[src/rtl/cpu_boot_sequencer.sv]
// Boot sequencer for a small CPU sharing a single-port RAM.
// Loads a program image from a ready/valid stream, releases the CPU, and
// watches for a mailbox write or a run-cycle timeout to halt it. While
// halted, a debug port can read RAM one word at a time. A start request
// then reloads the image.
//
// state      | meaning
// -----------+----------------------------------------------------------
// S_LOAD     | CPU held in reset, stream beats written to RAM at load_ptr
// S_RUN      | CPU owns the RAM port, cycle counter running
// S_HALT     | CPU held in reset, waiting for a debug read or a start
// S_DBG_WAIT | debug read data returning from RAM, captured into dbg_rdata

module cpu_boot_sequencer #(
    parameter int                ADDR_W  = 13,
    parameter logic [ADDR_W-1:0] MAILBOX = 13'h1FFF,
    parameter logic [15:0]       TIMEOUT = 16'hFFFF
) (
    input  logic              clk,
    input  logic              rst,

    input  logic              load_valid,
    input  logic [15:0]       load_data,
    input  logic              load_last,
    output logic              load_ready,

    output logic              cpu_rst,
    input  logic              cpu_wrEn,
    input  logic [ADDR_W-1:0] cpu_addr,
    input  logic [15:0]       cpu_wdata,

    output logic              ram_wrEn,
    output logic [ADDR_W-1:0] ram_addr,
    output logic [15:0]       ram_wdata,
    input  logic [15:0]       ram_rdata,

    input  logic              start,
    output logic              halted,
    output logic              timed_out,
    output logic [15:0]       halt_code,

    input  logic              dbg_req,
    input  logic [ADDR_W-1:0] dbg_addr,
    output logic              dbg_ack,
    output logic [15:0]       dbg_rdata
);

    localparam logic [1:0] S_LOAD     = 2'd0;
    localparam logic [1:0] S_RUN      = 2'd1;
    localparam logic [1:0] S_HALT     = 2'd2;
    localparam logic [1:0] S_DBG_WAIT = 2'd3;

    logic [1:0]        state;
    logic [1:0]        state_nxt;
    logic [ADDR_W-1:0] load_ptr;
    logic [15:0]       cycle_cnt;

    logic load_beat;
    logic load_done;
    logic mbox_hit;
    logic cnt_done;
    logic dbg_take;
    logic reload;

    // Event decode shared by the next-state logic and the register updates.
    always_comb begin
        load_beat = (state == S_LOAD) && load_valid;
        load_done = load_beat && load_last;
        mbox_hit  = (state == S_RUN) && cpu_wrEn && (cpu_addr == MAILBOX);
        cnt_done  = (state == S_RUN) && (cycle_cnt == TIMEOUT);
        // A debug request takes priority over a reload in the same cycle.
        dbg_take  = (state == S_HALT) && dbg_req;
        reload    = (state == S_HALT) && !dbg_req && start;
    end

    // Next-state selection.
    always_comb begin
        state_nxt = state;
        case (state)
            S_LOAD: begin
                if (load_done) begin
                    state_nxt = S_RUN;
                end
            end
            S_RUN: begin
                if (mbox_hit || cnt_done) begin
                    state_nxt = S_HALT;
                end
            end
            S_HALT: begin
                if (dbg_take) begin
                    state_nxt = S_DBG_WAIT;
                end else if (reload) begin
                    state_nxt = S_LOAD;
                end
            end
            S_DBG_WAIT: begin
                state_nxt = S_HALT;
            end
            default: begin
                state_nxt = S_LOAD;
            end
        endcase
    end

    // State register and the load pointer.
    always_ff @(posedge clk) begin
        if (rst) begin
            state    <= S_LOAD;
            load_ptr <= '0;
        end else begin
            state <= state_nxt;
            if (reload) begin
                load_ptr <= '0;
            end else if (load_beat) begin
                // Natural wrap at the top of the address space.
                load_ptr <= load_ptr + 1'b1;
            end
        end
    end

    // Run-cycle counter: cleared on the final load beat, saturates at TIMEOUT.
    always_ff @(posedge clk) begin
        if (rst) begin
            cycle_cnt <= '0;
        end else if (load_done) begin
            cycle_cnt <= '0;
        end else if ((state == S_RUN) && (cycle_cnt != TIMEOUT)) begin
            cycle_cnt <= cycle_cnt + 16'd1;
        end
    end

    // Halt status: a mailbox write wins over a coincident timeout, and
    // halt_code survives a reload so software can still inspect it.
    always_ff @(posedge clk) begin
        if (rst) begin
            halt_code <= '0;
            timed_out <= 1'b0;
        end else begin
            if (mbox_hit) begin
                halt_code <= cpu_wdata;
            end else if (cnt_done) begin
                timed_out <= 1'b1;
            end
            if (reload) begin
                timed_out <= 1'b0;
            end
        end
    end

    // Debug read capture; the ack follows the capture cycle by one clock.
    always_ff @(posedge clk) begin
        if (rst) begin
            dbg_rdata <= '0;
            dbg_ack   <= 1'b0;
        end else begin
            dbg_ack <= (state == S_DBG_WAIT);
            if (state == S_DBG_WAIT) begin
                dbg_rdata <= ram_rdata;
            end
        end
    end

    // RAM port mux and status outputs; reset forces the safe values.
    always_comb begin
        load_ready = 1'b0;
        cpu_rst    = 1'b1;
        halted     = 1'b0;
        ram_wrEn   = 1'b0;
        ram_addr   = '0;
        ram_wdata  = '0;
        if (!rst) begin
            case (state)
                S_LOAD: begin
                    load_ready = 1'b1;
                    if (load_valid) begin
                        ram_wrEn  = 1'b1;
                        ram_addr  = load_ptr;
                        ram_wdata = load_data;
                    end
                end
                S_RUN: begin
                    cpu_rst   = 1'b0;
                    ram_wrEn  = cpu_wrEn;
                    ram_addr  = cpu_addr;
                    ram_wdata = cpu_wdata;
                end
                S_HALT: begin
                    halted = 1'b1;
                    if (dbg_req) begin
                        ram_addr = dbg_addr;
                    end
                end
                S_DBG_WAIT: begin
                    // Still halted from the outside; read data is in flight.
                    halted = 1'b1;
                end
                default: begin
                    halted = 1'b0;
                end
            endcase
        end
    end

endmodule

[config.mk]
export PLATFORM = sky130hd
export DESIGN_NAME = cpu_boot_sequencer
export DESIGN_NICKNAME = d
export VERILOG_FILES = /design/src/rtl/cpu_boot_sequencer.sv
export SDC_FILE = /design/constraint.sdc
export NUM_CORES = 1
export LEC_CHECK = 0
export ABC_AREA = 1
export CAP_MARGIN = 40
export CORE_MARGIN = 8
export CORE_UTILIZATION = 25
export CTS_BUF_LIST = sky130_fd_sc_hd__clkbuf_4 sky130_fd_sc_hd__clkbuf_8
export DETAILED_ROUTE_END_ITERATION = 10
export SETUP_SLACK_MARGIN = 0.05
export SLEW_MARGIN = 10
export SYNTH_ARGS = -nofsm -noshare
export SYNTH_HDL_FRONTEND = slang
export SYNTH_SLANG_ARGS = --single-unit
[constraint.sdc]
create_clock -name clk -period 1.5 [get_ports clk]
set_input_delay 0.15 -clock clk [delete_from_list [all_inputs] [get_ports clk]]
set_output_delay 0.15 -clock clk [all_outputs]
set_load 0.005 [all_outputs]
# Yosys cells after proc, flatten, opt, wreduce, memory -nomap -nowiden
# Cells that the tools add are included.
[totals]
ff_bits = 65
in_bits = 81
elab_cells = 57
[classes]
addsub = 2
eq_ne = 9
muxes = 21
n_bitwise = 1
n_reduce_logical = 17
[op_table]
columns = ["op", "n"]
rows = [
  ["two-way mux 13 bit", 3],
  ["one-hot mux 13 bit (3 select lines)", 1],
  ["two-way mux 16 bit", 2],
  ["one-hot mux 16 bit (2 select lines)", 1],
  ["adder 16 x 1 -> 16 bit (second input constant)", 1],
  ["equality test 16 bit (second input constant)", 1],
  ["inequality test 16 bit (second input constant)", 1],
  ["adder 13 x 1 -> 13 bit (second input constant)", 1],
  ["equality test 13 bit (second input constant)", 1],
  ["logical AND 1 bit", 9],
  ["two-way mux 1 bit", 8],
  ["two-way mux 2 bit", 4],
  ["one-hot mux 2 bit (4 select lines)", 1],
  ["OR reduction 2 bit", 3],
  ["equality test 2 bit (second input constant)", 2],
  ["inequality test 2 bit (second input constant)", 2],
  ["inequality test 3 bit (second input constant)", 1],
  ["AND reduction 3 bit", 1],
  ["equality test 2 x 1 -> 1 bit (second input constant)", 1],
  ["logical NOT 2 bit", 1],
  ["one-hot mux 1 bit (2 select lines)", 1],
  ["AND reduction 2 bit", 1],
  ["logical NOT 1 bit", 1],
  ["logical OR 1 bit", 1],
  ["inverter 1 bit", 1],
]

# Longest topological paths before layout
# Gate-level depths: netlist of run 1.
[depth]
depth_word = 6
mapped_depth = 10
ltp_nobuf = 10

# Least setup slack after synthesis of run 1
# No wires, ideal clock.
[synth_timing]
path_type = "register to register"
startpoint = "register cycle_cnt[0]"
endpoint = "register cycle_cnt[7]"
setup_ns = 0.115
arrival_time_ns = 1.407
required_time_ns = 1.385
slack_ns = -0.022
stages_incl_launch_ff = 10
synth_period_minus_slack_ns = 1.522
cell_sequence = "dfxtp_1 -> ha_1 -> inv_1 -> nor2_4 -> nand2_4 -> nor2_8 -> nor2_8 -> buf_4 -> a21oi_1 -> nor2_1"
[synth_between]
elab_chain_cells = 2
[synth_rtl]
columns = ["element", "line", "rtl"]
rows = [
  ["start: declaration", "56", "logic [15:0] cycle_cnt;"],
  ["start signal: assignment", "129", "cycle_cnt <= cycle_cnt + 16'd1;"],
  ["branches (longest 2 deep; another with adder 16 x 1 -> 16 bit)", "--", ""],
]
# Parallel ways; which one is timed is not known.
# A chain may end at the register's enable or synchronous reset.

# Final worst setup path of run 1
[layout_timing]
startpoint = "register state[1]"
endpoint = "output port ram_addr[10]"
[layout_between]
elab_chain_cells = 3
[layout_rtl]
columns = ["element", "line", "rtl"]
rows = [
  ["start: declaration", "53", "logic [1:0] state;"],
  ["start signal: assignment", "112", "state <= state_nxt;"],
  ["equality test 2 bit (tied with other cells)", "173", "case (state)"],
  ["one-hot mux 13 bit (3 select lines) (*)", "173", ""],
  ["two-way mux 13 bit (*)", "172", "if (!rst) begin"],
  ["end: declaration", "33", "output logic [ADDR_W-1:0] ram_addr,"],
]
# Every way passes the cells marked *; elsewhere a longest branch is shown, timed or not.

==> results of run 1 <==
where the power goes:
part	leakage (nW)	internal [mW]	total, mW	switching (mW)
Combinational	2.47	2.22	4.36	2.14
Sequential	0.526	1.81	1.89	0.0813
Clock	0.0987	0.826	1.56	0.734
registers in the layout, indices dropped and copies added, names as in the netlist:
| name | cells |
|---|---|
| dbg_rdata | 16 |
| cycle_cnt | 16 |
| load_ptr | 13 |
| dbg_ack | 1 |
| state | 2 |
| halt_code | 16 |
| timed_out | 1 |
through the flow:
step	worst slack [ns]	hold slack (ns)	power [mW]	cells	setup TNS, ns
CTS	-0.392	0.309	7.30	957	-17.20
global route	-0.473	0.328	8.20	958	-22.76
global placement	-0.446	0.432	4.32	902	-20.74
finish	-0.376	0.324	7.81	958	-17.19
floorplan	0.0640	0.253	3.03	541	0
detailed placement	-0.475	0.437	4.35	902	-22.76
worst paths after layout:
| path | start | to | slack (ns) | cells after the start |
|---|---|---|---|---|
| setup / recovery | state[1] | ram_addr[10] | -0.38 | 10 |
| setup reg to reg | state[1] | cycle_cnt[10] | -0.25 | 11 |
| hold reg to reg | halt_code[9] | halt_code[9] | 0.46 | 2 |
| hold / removal | ram_rdata[15] | dbg_rdata[15] | 0.32 | 3 |
worst reg2reg max path, delay by kind of cell (launching register included):
kind / cells / cell delay [ns]
AND/OR/NAND/NOR: 2 / 0.33
flip-flops: 1 / 0.34
buffers and inverters: 7 / 0.82
AO/OA/AOI/OAI: 2 / 0.18
layer usage:
metal  vias to the layer above  global-route usage [%]
met4                         0                    6.67
met3                        23                    3.90
li1                       2201                       -
met1                      2123                    17.4
met5                         -                       0
met2                       131                    31.0
cell type report:
class | instances | area (um^2)
fillers | 1294 | 6800
multi-input cells | 386 | 2630
repair buffers | 242 | 2360
flip-flops and latches | 65 | 1310
inverters | 67 | 288
well taps | 180 | 225
clock buffers | 11 | 145
clock inverters | 5 | 55.1
repair inverters | 2 | 23.8
what timing repair did:
item | CTS | global route
setup endpoints to repair | 78 | 99
buffers inserted | 32 | 5
gates resized for setup | 310 | 106
gates cloned | 8 | 1
pin swaps | 72 | 47
cells in the mapped netlist, drive strengths merged:
cell	count
xor2	4
o211ai	2
xnor2	3
a31oi	2
nand2	180
nand3	34
nor3	7
a21oi	60
clkbuf	8
o21ai	39
nor2	41
nand4	3
o221ai	1
ha	2
a22oi	8
inv	67
dfxtp	65
buf	15
logic make-up after synthesis:
family	synth area share, %
buf+inv	10.7
xor+xnor	1.74
flops	36.8
fa+ha+maj	0.708
compound gates	17.6
simple gates	32.4
==> run summary, run 1 <==
Outcome: finished, violations left
Violated checks: negative setup slack
IO Port Bufs: 147
Length of the first detailed-routing pass in iterations: 5
Metal1 wirelength: 5850 um
Post-cts hold buffer count: 0
Final worst-path setup slack: -0.376 ns
Final non-filler cell area: 7030 um^2
Actual transition at the worst max-transition pin: 0.392 ns
Largest cells by area after synthesis: sky130_fd_sc_hd__dfxtp_1 (37%), sky130_fd_sc_hd__nand2_1 (19%), sky130_fd_sc_hd__a21oi_1 (7.5%)
Final routed wirelength across all metal layers: 15,500 um
Via density per instance: 4.67
Mean cell area of the mapped netlist: 6.53 um^2
Routability congestion estimate from global placement: 0.883
Flip-flop and latch count after synthesis: 65
# rows: 43
Net Count, Synth: 624
Number of instances in the synthesized netlist: 541
Highest attainable clock frequency: 533 MHz
Initial Utilization: 25.5%
Arrival @ worst endpoint: 1.73 ns
Post-synth cell types: 32
TritonCTS clock tree: yes
Leak: 3.10 nW
Antenna violations before repair: 0
Top delay family on crit path: buffers and inverters
Data required time at the worst endpoint: 1.35 ns
Power Dens Cells: 1110 nW/um^2
Finish-stage setup viols: 72
Area growth, synth to finish: 99.0%
TritonCTS buffer count: 9
Final global-route overflow total: 0
Max Buffers Root-to-Sink: 2
N_diodes: 0
Peak ir drop on the vdd network: 507 uV
Max-Cap Viols: 0
Number of endpoints with negative hold slack in the final report: 0
Half-perimeter wire length after detailed placement: 10,200 um
Die W: 135 um
Overall via count from detail_route: 4,478
Type of the tightest min-delay check: in -> reg
Fin crit period: 1.88 ns
Wire length on met3: 850 um
Drt initial violations: 238
Count of final max-slew check failures: 0
DIE AREA: 18,200 um^2
Top library cells by usage in the layout, fill and taps aside: sky130_fd_sc_hd__nand2_1 (117), sky130_fd_sc_hd__clkdlybuf4s50_1 (113), sky130_fd_sc_hd__dfxtp_1 (61)
Total length of routed met2 wires: 8430 um
Vertical die dimension: 135 um
Setup repair after global routing missed its margin: true
Delay contributed by the slowest stage of the critical path: 0.34 ns
Later-pin clock latency in the skew report: 0.36 ns
Largest fanout of any net on the critical path: 5
Post-synthesis sequential area ratio: 36.8%
Cell Chain, Critical Path: buf_6 -> nor2_4 -> buf_6 -> buf_6 -> buf_6 -> a22oi_2 -> o21ai_1 -> nand2_1 -> inv_1 -> buf_2
Headroom to the max-slew limit: 73.6%
Proportion of netlist area held by the largest area contributor: 36.8%
Slowest-stage cell, CP: sky130_fd_sc_hd__dfxtp_2
Startpoint type of the worst setup path: flip-flop
Final layout net count: 856
WP buf/inv: 6
Leading cell type in the layout, fill and taps excluded: sky130_fd_sc_hd__nand2_1
Clock sink total: 65
# H-tree levels: 3
Clock Root Buffer: sky130_fd_sc_hd__clkbuf_8
Post-detailed-route wirelength per cell: 16.2 um
Kind of capture point of the worst setup path: output port
Ratio of cells with drive above 1 in the final layout: 41.6%
DRT antenna net count: 0
Uppermost metal layer occupied by signal nets: met4
First-pass GRT wire length: 24,200 um
Largest net degree at the start of global routing: 21
Final standard cell utilization of the core: 50.8%
Number of warnings printed during yosys synthesis: 0
Residual DRC count: 0
Post-synthesis cell type with the largest combined area: sky130_fd_sc_hd__dfxtp_1
Global-route total usage across every layer: 16.6%
Placed Instance Area: 5600 um^2
Total standard cell area after synthesis: 3530 um^2
Top-level port count: 148
Clock Pin Slew Worst Setup and Hold Paths: 0.08 ns
Kind of critical path: reg -> out
Total core area: 13,800 um^2
Number of global-route vias before repair: 4,750
Most common cell on crit path: sky130_fd_sc_hd__buf_6
Tcrit/Tclk final: 125%
Worst setup skew after layout: 0.00936 ns
Note: power is estimated with default switching activity, not from simulation.
==> run 2: changes to the inputs <==
CTS_BUF_LIST = sky130_fd_sc_hd__clkbuf_8 sky130_fd_sc_hd__clkbuf_16   (was sky130_fd_sc_hd__clkbuf_4 sky130_fd_sc_hd__clkbuf_8)
==> run 2 against run 1 <==
The run still ends with negative setup slack left; via count down 0.33%; highest routed layer unchanged; cell area up 1.5%; core utilization up 0.78 points; worst hold slack better by 0.028 ns; total power up 8.1%; first-iteration DRC count down 14%.
==> run summary, run 2 (synthesis results as in run 1) <==
Slack of the worst reg-to-reg path: -0.23 ns
Kind of capture point of the worst setup path: output port
Number of endpoints with negative hold slack in the final report: 0
Type of the tightest min-delay check: in -> reg
Headroom to the max-slew limit: 71.6%
Top library cells by usage in the layout, fill and taps aside: sky130_fd_sc_hd__nand2_1 (128), sky130_fd_sc_hd__clkdlybuf4s50_1 (114), sky130_fd_sc_hd__inv_1 (62)
Clock Pin Slew Worst Setup and Hold Paths: 0.06 ns
Die W: 135 um
Count of final max-slew check failures: 0
Placed Instance Area: 5600 um^2
Start point of the worst hold path: ram_rdata[15]
Startpoint type of the worst setup path: flip-flop
DIE AREA: 18,200 um^2
Max Buffers Root-to-Sink: 2
WP buf/inv: 7
WHS: 0.352 ns
Leading cell type in the layout, fill and taps excluded: sky130_fd_sc_hd__nand2_1
Residual DRC count: 0
Fin crit period: 1.90 ns
Sum of negative setup slack: -14.83 ns
Violated checks: negative setup slack
Initial Utilization: 25.5%
Biggest regs: cycle_cnt: 16 flops, dbg_rdata: 16 flops, halt_code: 16 flops
Most common cell on crit path: sky130_fd_sc_hd__buf_6
IO Port Bufs: 147
Max-Cap Viols: 0
Finish-stage setup viols: 69
Data required time at the worst endpoint: 1.35 ns
Number of global-route vias before repair: 4,814
Setup repair after global routing missed its margin: true
Tcrit/Tclk final: 126%
Leak: 3.05 nW
Half-perimeter wire length after detailed placement: 10,200 um
Final layout net count: 862
Total core area: 13,800 um^2
Largest net degree at the start of global routing: 21
Filler cell count: 1,273
Post-detailed-route wirelength per cell: 15.8 um
DRT antenna net count: 0
Antenna violations before repair: 0
Reg-to-Reg End: cycle_cnt[3]
Largest fanout of any net on the critical path: 4
Multi-input combinational cell area: 2530 um^2
Via density per instance: 4.63
Final worst-path setup slack: -0.395 ns
Number of non-filler instances in the completed layout: 964
Length of the first detailed-routing pass in iterations: 4
Critical R2R Launch: state[1]
Final non-filler cell area: 7140 um^2
Cell Chain, Critical Path: buf_6 -> nor2_4 -> buf_12 -> buf_6 -> buf_6 -> buf_6 -> a22oi_2 -> o21ai_1 -> nand2_1 -> inv_1 -> buf_2
Final global-route overflow total: 0
Outcome: finished, violations left
Global-route total usage across every layer: 16.8%
Drt initial violations: 205
Destination of the worst hold path: dbg_rdata[15]
TritonCTS clock tree: yes
Total design power: 8.44 mW
# H-tree levels: 3
Area growth, synth to finish: 102%
Post-Place Worst Slack: -0.475 ns
Arrival @ worst endpoint: 1.75 ns
Highest attainable clock frequency: 528 MHz
Worst r2r path cells: 12
Delay contributed by the slowest stage of the critical path: 0.34 ns
Vertical die dimension: 135 um
Final routed wirelength across all metal layers: 15,300 um
TritonCTS buffer count: 9
First-pass GRT wire length: 24,300 um
Ratio of cells with drive above 1 in the final layout: 41.1%
Power Dens Cells: 1180 nW/um^2
Overall via count from detail_route: 4,463
Final standard cell utilization of the core: 51.6%
Kind of critical path: reg -> out
Clock Root Buffer: sky130_fd_sc_hd__clkbuf_16
Top delay family on crit path: buffers and inverters
Count of cells along the worst hold path: 3
Clock sink total: 65
N_diodes: 0
Worst setup skew after layout: 0.00891 ns
Actual transition at the worst max-transition pin: 0.423 ns
Slowest-stage cell, CP: sky130_fd_sc_hd__dfxtp_2
# rows: 43
Later-pin clock latency in the skew report: 0.34 ns
Placed Instances: 902
Routability congestion estimate from global placement: 0.883
Top-level port count: 148
Sequential cell area: 1310 um^2
Peak ir drop on the vdd network: 638 uV
==> run 2: cell count changes in the layout (fill, tap and decap cells not counted), moves of 3 or more <==
cell / previous run / this run
sky130_fd_sc_hd__nand2_2: 18 / 23
sky130_fd_sc_hd__o21ai_2: 22 / 26
sky130_fd_sc_hd__o21ai_1: 11 / 8
sky130_fd_sc_hd__clkbuf_16: 1 / 9
sky130_fd_sc_hd__nand2_4: 45 / 29
sky130_fd_sc_hd__buf_12: 8 / 11
sky130_fd_sc_hd__clkbuf_8: 10 / 1
sky130_fd_sc_hd__nand2_1: 117 / 128
sky130_fd_sc_hd__buf_6: 31 / 35
==> run 2: power by group <==
part           internal [mW]  switching (mW)  leakage (nW)
logic                   2.37            2.07          2.37
clock network           1.32           0.792         0.146
registers               1.81          0.0794         0.526
total                   5.50            2.94          3.05
==> run 2: layout make-up <==
type / instances / share of cell area [%]
inverters: 67 / 4.03
repair inverters: 2 / 0.263
clock buffers: 10 / 3.35
flip-flops and latches: 65 / 18.3
multi-input cells: 386 / 35.5
well taps: 180 / 3.16
repair buffers: 248 / 34.5
clock inverters: 6 / 0.824
==> run 2: worst max-delay path by stage <==
| stage | from | end | slack (ns) | depth (start not counted) |
|---|---|---|---|---|
| floorplan | cycle_cnt[0] | cycle_cnt[7] | 0.06 | 9 |
| detailed placement | dbg_req | ram_addr[3] | -0.47 | 8 |
| global placement | dbg_req | ram_addr[3] | -0.45 | 8 |
| finish | state[1] | ram_addr[10] | -0.40 | 11 |
| CTS | state[1] | ram_addr[6] | -0.35 | 10 |
| global route | state[1] | ram_addr[10] | -0.45 | 11 |
==> run 2: timing repair <==
action                     4_1_cts  5_1_grt
hold buffers                     0        0
cloned                           9        0
buffers inserted                38        5
setup endpoints to repair       78       97
gates resized for setup        284      110
pin swaps                       66       46
==> run 2: per-layer routing <==
layer | vias to the layer above | GRT usage, % | wire, um
met5 | - | 0 | 0
met4 | 0 | 7.11 | 369
met3 | 25 | 4.90 | 841
met2 | 112 | 31.0 | 8380
met1 | 2115 | 17.1 | 5680
li1 | 2211 | - | -
==> run 2: worst reg2reg max path: cells and delay by family, from the launching register on <==
kind                   cells  cell delay, ns
flip-flops                 1            0.33
buffers and inverters      8            0.92
AND/OR/NAND/NOR            3            0.34
AO/OA/AOI/OAI              1            0.04
==> run 3: changes to the inputs <==
CTS_BUF_LIST = sky130_fd_sc_hd__clkbuf_8   (was sky130_fd_sc_hd__clkbuf_8 sky130_fd_sc_hd__clkbuf_16)
==> run 3 against run 2 <==
Flip-flop and latch count unchanged; non-clock buffer count decreased by 6; the run still ends with negative setup slack left; total power decreased by 7.8%.
==> run summary, run 3 (synthesis results as in run 1) <==
Slowest-stage cell, CP: sky130_fd_sc_hd__dfxtp_2
Clock Pin Slew Worst Setup and Hold Paths: 0.08 ns
Arrival @ worst endpoint: 1.72 ns
Final routed wirelength across all metal layers: 15,500 um
Worst setup skew after layout: 0.0100 ns
Later-pin clock latency in the skew report: 0.36 ns
Largest fanout of any net on the critical path: 5
Half-perimeter wire length after detailed placement: 10,200 um
DRT antenna net count: 0
IO Port Bufs: 147
Residual DRC count: 0
Cell Chain, Critical Path: buf_6 -> nor2_4 -> buf_6 -> buf_6 -> buf_6 -> a22oi_2 -> o21ai_1 -> nand2_1 -> inv_1 -> buf_2
Kind of critical path: reg -> out
Peak ir drop on the vdd network: 504 uV
Die W: 135 um
Data required time at the worst endpoint: 1.35 ns
Highest attainable clock frequency: 534 MHz
Global-route total usage across every layer: 16.6%
# H-tree levels: 3
Finish-stage setup viols: 72
Post-cts hold buffer count: 0
First-pass GRT wire length: 24,200 um
Final standard cell utilization of the core: 50.8%
Length of the first detailed-routing pass in iterations: 5
Top-level port count: 148
Total core area: 13,800 um^2
# rows: 43
Startpoint type of the worst setup path: flip-flop
Max-Cap Viols: 0
Top delay family on crit path: buffers and inverters
Tcrit/Tclk final: 125%
Headroom to the max-slew limit: 73.6%
N_diodes: 0
Clock sink total: 65
Leading cell type in the layout, fill and taps excluded: sky130_fd_sc_hd__nand2_1
Vertical die dimension: 135 um
Count of final max-slew check failures: 0
Biggest regs: cycle_cnt: 16 flops, dbg_rdata: 16 flops, halt_code: 16 flops
Power Dens Cells: 1110 nW/um^2
Outcome: finished, violations left
Post-detailed-route wirelength per cell: 16.2 um
TritonCTS clock tree: yes
WP buf/inv: 6
Via density per instance: 4.67
Fin crit period: 1.87 ns
TritonCTS buffer count: 9
Final worst-path setup slack: -0.374 ns
Placed Instances: 902
Number of non-filler instances in the completed layout: 958
Largest net degree at the start of global routing: 21
Delay contributed by the slowest stage of the critical path: 0.34 ns
Clock Root Buffer: sky130_fd_sc_hd__clkbuf_8
Kind of capture point of the worst setup path: output port
Violated checks: negative setup slack
Drt initial violations: 237
Most common cell on crit path: sky130_fd_sc_hd__buf_6
DIE AREA: 18,200 um^2
Max Buffers Root-to-Sink: 2
Final global-route overflow total: 0
Setup repair after global routing missed its margin: true
Ratio of cells with drive above 1 in the final layout: 41.6%
Antenna violations before repair: 0
Number of global-route vias before repair: 4,749
Leak: 3.10 nW
Initial Utilization: 25.5%
Overall via count from detail_route: 4,471
Number of endpoints with negative hold slack in the final report: 0
Area growth, synth to finish: 99.0%
Actual transition at the worst max-transition pin: 0.393 ns
Top library cells by usage in the layout, fill and taps aside: sky130_fd_sc_hd__nand2_1 (117), sky130_fd_sc_hd__clkdlybuf4s50_1 (113), sky130_fd_sc_hd__inv_1 (61), sky130_fd_sc_hd__dfxtp_1 (61), sky130_fd_sc_hd__a21oi_2 (50)
Type of the tightest min-delay check: in -> reg
Final layout net count: 856
Routability congestion estimate from global placement: 0.883
[run 3: power breakdown]
group          internal, mW  switching [mW]
registers              1.81          0.0815
logic                  2.22            2.14
clock network         0.801           0.732
[run 3: path summary, 6_finish.rpt]
kind                                    start            end  slack [ns]  cells past startpoint
worst min register to register   halt_code[9]   halt_code[9]        0.46                      2
worst min-delay path            ram_rdata[15]  dbg_rdata[15]        0.32                      3
worst max register to register       state[1]  cycle_cnt[10]       -0.24                     11
worst max-delay path                 state[1]   ram_addr[10]       -0.37                     10
[run 3: worst register-to-register path, delay by kind of cell (launching register included)]
kind            cells  cell delay (ns)
compound gates      2             0.18
buf+inv             7             0.82
flops               1             0.34
simple gates        2             0.33
[run 3: timing repair]
| action | 4_1_cts | 5_1_grt |
|---|---|---|
| endpoints found under the setup margin | 78 | 99 |
| cloned | 8 | 1 |
| setup buffers | 32 | 5 |
| pin swaps | 72 | 47 |
| hold endpoints to repair | 0 | 0 |
| resized for setup | 310 | 107 |
[run 3: routing by layer]
layer  GRT usage, %  share of wire [%]
met1           17.4                 38
met2           30.9                 54
met3           3.90                5.4
met4           6.67                2.5
met5              0                  0
[run 3: layout make-up]
class,count,area (um^2)
fillers,1292,6800
repair inverters,2,23.8
multi-input cells,386,2630
repair buffers,242,2360
clock buffers,10,138
flip-flops and latches,65,1310
well taps,180,225
inverters,67,288
clock inverters,6,58.8
[run 3: through the flow]
step | instance area (um^2) | setup TNS [ns] | hold slack (ns) | total power [mW] | worst slack [ns]
2_1_floorplan | 3540 | 0 | 0.253 | 3.03 | 0.0640
3_3_place_gp | 5600 | -20.74 | 0.432 | 4.32 | -0.446
3_5_place_dp | 5600 | -22.76 | 0.437 | 4.35 | -0.475
4_1_cts | 6650 | -17.20 | 0.309 | 7.27 | -0.392
5_1_grt | 7030 | -22.76 | 0.328 | 8.18 | -0.473
6_report | 7030 | -17.09 | 0.324 | 7.78 | -0.374
